===== src/rtl/if_id_stage.sv =====
// ---------------------------------------------------------------------------
// if_id_stage
//   Instruction-fetch stage plus the IF/ID pipeline register.
//   Holds the fetch PC. Each cycle it either advances, holds for a hazard
//   stall, or redirects for a taken branch. The fetched instruction is
//   latched into IF/ID together with its PC.
//
// Configuration macro:
//   IF_ID_PERF_COUNTERS_EN - when defined, stall/flush performance counters
//                            are built. Otherwise both outputs are tied to 0.
//
// Ports:
//   clk            in   single clock, rising edge
//   reset          in   synchronous, active-high reset
//   PCWrite        in   1 = PC may advance, 0 = hold PC
//   IFID_Write     in   1 = IF/ID may load, 0 = hold IF/ID
//   branch_taken   in   redirect request from execute
//   branch_target  in   [63:0] redirect address (low 2 bits ignored)
//   instr_in       in   [31:0] imem read data for pc_out (same cycle)
//   pc_out         out  [63:0] current fetch address
//   IFID_pc        out  [63:0] PC of the instruction held in IF/ID
//   IFID_instr     out  [31:0] instruction held in IF/ID
//   IFID_valid     out  1 = real instruction, 0 = bubble
//   IFID_rs1/rs2   out  [4:0] source register fields of IFID_instr
//   fetch_state    out  [1:0] BOOT=0, RUN=1, STALL=2, FLUSH=3
//   stall_count    out  [31:0] saturating stall-cycle counter
//   flush_count    out  [31:0] saturating branch-flush counter
// ---------------------------------------------------------------------------
module if_id_stage #(
  parameter logic [63:0] RESET_PC  = 64'h0,
  parameter logic [31:0] NOP_INSTR = 32'h00000013
) (
  input  logic        clk,
  input  logic        reset,
  input  logic        PCWrite,
  input  logic        IFID_Write,
  input  logic        branch_taken,
  input  logic [63:0] branch_target,
  input  logic [31:0] instr_in,
  output logic [63:0] pc_out,
  output logic [63:0] IFID_pc,
  output logic [31:0] IFID_instr,
  output logic        IFID_valid,
  output logic [4:0]  IFID_rs1,
  output logic [4:0]  IFID_rs2,
  output logic [1:0]  fetch_state,
  output logic [31:0] stall_count,
  output logic [31:0] flush_count
);

  typedef enum logic [1:0] {
    BOOT  = 2'd0,
    RUN   = 2'd1,
    STALL = 2'd2,
    FLUSH = 2'd3
  } state_t;

  state_t      state_q;
  state_t      state_d;
  logic [63:0] pc_q;
  logic        stall_cycle;

  // A branch outranks any stall request, so a stall only counts when no
  // redirect is happening in the same cycle.
  assign stall_cycle = !branch_taken && (!PCWrite || !IFID_Write);

  // Program counter. Addition wraps naturally modulo 2^64.
  always_ff @(posedge clk) begin
    if (reset) begin
      pc_q <= RESET_PC;
    end else if (branch_taken) begin
      pc_q <= {branch_target[63:2], 2'b00};
    end else if (PCWrite) begin
      pc_q <= pc_q + 64'd4;
    end
  end

  // IF/ID register. A branch squashes whatever was fetched this cycle,
  // regardless of the write enable.
  always_ff @(posedge clk) begin
    if (reset) begin
      IFID_pc    <= 64'h0;
      IFID_instr <= NOP_INSTR;
      IFID_valid <= 1'b0;
    end else if (branch_taken) begin
      IFID_pc    <= pc_q;
      IFID_instr <= NOP_INSTR;
      IFID_valid <= 1'b0;
    end else if (IFID_Write) begin
      IFID_pc    <= pc_q;
      IFID_instr <= instr_in;
      IFID_valid <= 1'b1;
    end
  end

  // FSM state register.
  always_ff @(posedge clk) begin
    if (reset) begin
      state_q <= BOOT;
    end else begin
      state_q <= state_d;
    end
  end

  // FSM next state. The state only reports what the datapath did in the
  // last cycle; BOOT does not suppress the first fetch.
  always_comb begin
    state_d = RUN;
    if (branch_taken) begin
      state_d = FLUSH;
    end else if (stall_cycle) begin
      state_d = STALL;
    end
  end

`ifdef IF_ID_PERF_COUNTERS_EN
  logic [31:0] stall_cnt_q;
  logic [31:0] flush_cnt_q;

  always_ff @(posedge clk) begin
    if (reset) begin
      stall_cnt_q <= 32'h0;
      flush_cnt_q <= 32'h0;
    end else begin
      if (stall_cycle && (stall_cnt_q != 32'hFFFF_FFFF)) begin
        stall_cnt_q <= stall_cnt_q + 32'd1;
      end
      if (branch_taken && (flush_cnt_q != 32'hFFFF_FFFF)) begin
        flush_cnt_q <= flush_cnt_q + 32'd1;
      end
    end
  end

  assign stall_count = stall_cnt_q;
  assign flush_count = flush_cnt_q;
`else
  assign stall_count = 32'h0;
  assign flush_count = 32'h0;
`endif

  assign pc_out      = pc_q;
  assign fetch_state = state_q;
  assign IFID_rs1    = IFID_instr[19:15];
  assign IFID_rs2    = IFID_instr[24:20];

endmodule


===== config.mk =====
export PLATFORM = sky130hd
export DESIGN_NAME = if_id_stage
export DESIGN_NICKNAME = d
export VERILOG_FILES = /design/src/rtl/if_id_stage.sv
export SDC_FILE = /design/constraint.sdc
export NUM_CORES = 1
export LEC_CHECK = 0
export BUFFER_PORTS_ARGS = -buffer_cell sky130_fd_sc_hd__buf_2
export CAP_MARGIN = 20
export CORE_ASPECT_RATIO = 0.75
export CORE_UTILIZATION = 40
export CTS_CLUSTER_DIAMETER = 120
export DETAILED_ROUTE_END_ITERATION = 8
export PLACE_DENSITY = 0.81
export SYNTH_ARGS = -nofsm -noshare
export SYNTH_HDL_FRONTEND = slang
export SYNTH_SLANG_ARGS = --single-unit

===== constraint.sdc =====
create_clock -name clk -period 6.74 [get_ports clk]
set_input_delay 0.337 -clock clk [delete_from_list [all_inputs] [get_ports clk]]
set_output_delay 0.337 -clock clk [all_outputs]
set_load 0.01 [all_outputs]

==> key figures <==
Outcome
  • Status: finished, final reports clean

Worst setup path
  • Worst Setup SP: pc_out[32]
  • Crit Path Class: flop to flop
  • Req. time, crit path: 7070 ps
  • Worst Reg-to-Reg Cells: 5
  • Worst r2r src: pc_out[32]
  • Flop-to-flop setup slack: 3990 ps
  • Worst Setup End Kind: flop
  • RR Endpoint: pc_out[44]
  • Worst setup SP type: flop
  • WP data arrival: 3080 ps
  • CP max FO: 8

Drt
  • Wire length per cell: 16.40 µm
  • Drt first-iter violations: 582
  • Via density: 5.183
  • Via count: 7520
  • Routed Antenna Nets: 0
  • DR DRC count: 0
  • Total wire length: 23790 µm
  • DR pass1 iterations: 5

Synth
  • Multiplexer area fraction after synthesis: 4.484%
  • Seq/Total Area, Yosys: 40.74%
  • Top cell type by total area after synthesis: dfxtp_1
  • Synth cell count leaders: nand2_1, dfxtp_1, nor2_1, a21oi_1, buf_4
  • Synth Cell Area: 7814 µm²
  • Xor and xnor area share after synthesis: 3.587%
  • Adder-Cell Fraction of Synth Area: 0.1601%
  • Avg Inst Size Synth: 8.064 µm²
  • Post-synthesis compound-gate area fraction: 13.13%
  • FF+latch count, synth: 159
  • Synth Instances: 969
  • Total number of yosys warnings: 0
  • Top_reg_cell synth: dfxtp_1
  • Number of flops mapped to enable cells by yosys: 0
  • Most numerous cell in the Yosys netlist: nand2_1
  • Top post-synthesis cells by area: dfxtp_1, nand2_1, buf_4
  • Synth cell types: 56
  • Synth async-reset ratio: 0%
  • Largest family of logic cells by synthesized area: simple AND/OR/NAND/NOR gates
  • Post-synth top area share: 40.74%
  • Simple-gate share of the synthesized area: 26.18%

Job
  • Max-cap viol count: 0

STA
  • Fmax: 0.3634 GHz
  • Setup_tns: 0 ps
  • Worst Tran Pin Value: 987.7 ps
  • Final Critical Period: 2751 ps
  • Layout Skew: 10.06 ps
  • Setup violations, final: 0
  • Max-slew headroom: 34.16%
  • Fin. Hold Viols: 0
  • Final Max Tran Viols: 0
  • Share of the clock period used by the worst path: 40.82%
  • RSZ-0062 raised after global routing: false

Power and ir drop
  • P_leak: 4.212 nW
  • Worst vdd ir: 0.0001455 V
  • Cell Pwr Density: 245.9 nW/µm²

GRT
  • Total GRT Usage: 23.51%
  • Initial antenna violation count: 5
  • Largest net degree at the start of global routing: 94
  • GRT overflow: 0
  • Vias in the first global route: 6759
  • Global-route wire length before repair: 36450 µm

Clocking
  • CTS resizes: 0
  • Clk sinks: 159
  • Hold bufs inserted after CTS: 0
  • Worst-path clk slew: 70 ps
  • CTS HTree Levels: 4
  • Clk Latency, worst-skew pair: 420 ps
  • Post-CTS Setup Inserts: 0
  • CTS tree: built
  • Clock buffer depth: 2
  • CTS root buffer: clkbuf_16
  • Cts bufs inserted: 17

Min path
  • Worst Hold Class: input pin to flop
  • Worst Hold Depth: 2
  • Min-delay src: branch_target[54]
  • Hold Crit Endpoint: pc_out[54]

Floorplanning
  • Core area: 18830 µm²
  • Initial Utilization: 41.50%
  • Die span in x: 163.4 µm
  • Die area: 20100 µm²
  • Io pins: 338
  • Rows: 43
  • Die Y-Extent: 123.0 µm

Place
  • IO buf count: 267
  • DP HPWL: 17330 µm
  • Final Wtd Congestion: 0.9244

Cells and area
  • Util after Layout: 50.68%
  • Area grow syn2layout: 22.13%
  • Layout cell share with drive strength beyond 1: 26.67%
  • Final #Nets: 1289
-- placed cells by master (no fill, tap or decap), drive strengths merged, types with 15 or more instances in the layout --
cell type / count
dfxtp: 159
clkbuf: 21
and4: 15
buf: 274
a211oi: 24
nand2: 163
nand3: 35
mux2i: 35
nor3: 17
nand4: 32
nor2: 96
conb: 68
a21oi: 81
xnor2: 19
-- cells by family after synthesis --
logic type	count (synthesis)
fa+ha+maj	1
other cells	1
xor+xnor	32
flops	159
mux	35
simple gates	424
buf+inv	153
compound gates	164
-- report_power, final --
part,internal (mW),total (mW),switching (mW)
Clock,0.617,1.02,0.405
Sequential,0.991,1.06,0.0653
Combinational,0.109,0.269,0.160
Total,1.72,2.35,0.630
-- stage by stage --
stage,cell area (µm²),setup WS (ps),total power [mW],hold slack [ps],std cells
floorplan,8065,4389,1.255,454.9,1036
global route,9535,3714,2.443,115.6,1448
global placement,8909,3947,1.337,434.9,1415
detailed placement,8909,3905,1.345,440.1,1415
finish,9543,3989,2.347,117.4,1451
CTS,9533,4028,2.365,105.1,1447
-- area by class of cell --
cell class	instances	area [µm²]
Multi-Input combinational cell	724	3984
Clock buffer	21	470.5
Inverter	11	41.29
Timing Repair Buffer	274	1391
Tap cell	247	309.0
Fill cell	1898	9288
Clock inverter	11	153.9
Sequential cell	159	3183
Antenna cell	4	10.01
-- sequential cells by signal, indices dropped and copies added (netlist names) --
signal       flops
IFID_instr      32
IFID_pc         62
IFID_valid       1
fetch_state      2
pc_out          62
-- worst max-delay path by stage --
stage,slack [ps],cells after the start,endpoint
4_1_cts,4030,5,pc_out[44]
2_1_floorplan,4390,8,pc_out[63]
6_report,3990,5,pc_out[44]
3_3_place_gp,3950,6,pc_out[63]
3_5_place_dp,3910,6,pc_out[49]
5_1_grt,3710,5,pc_out[57]
-- layer usage --
layer	track usage, %	share of wire (%)	up-vias
li1	-	-	3696
met1	32.99	46	3482
met2	34.88	44	319
met3	6.877	8.5	21
met4	6.192	1.3	2
met5	0	0.046	-
-- critical path, stage by stage, from the launching register on --
cell     delay [ps]
dfxtp_1         500
nand4_1         310
nor4_1          860
nand4_1         460
nor3b_1         270
nor4_1          250
Note: power is estimated with default switching activity, not from simulation.
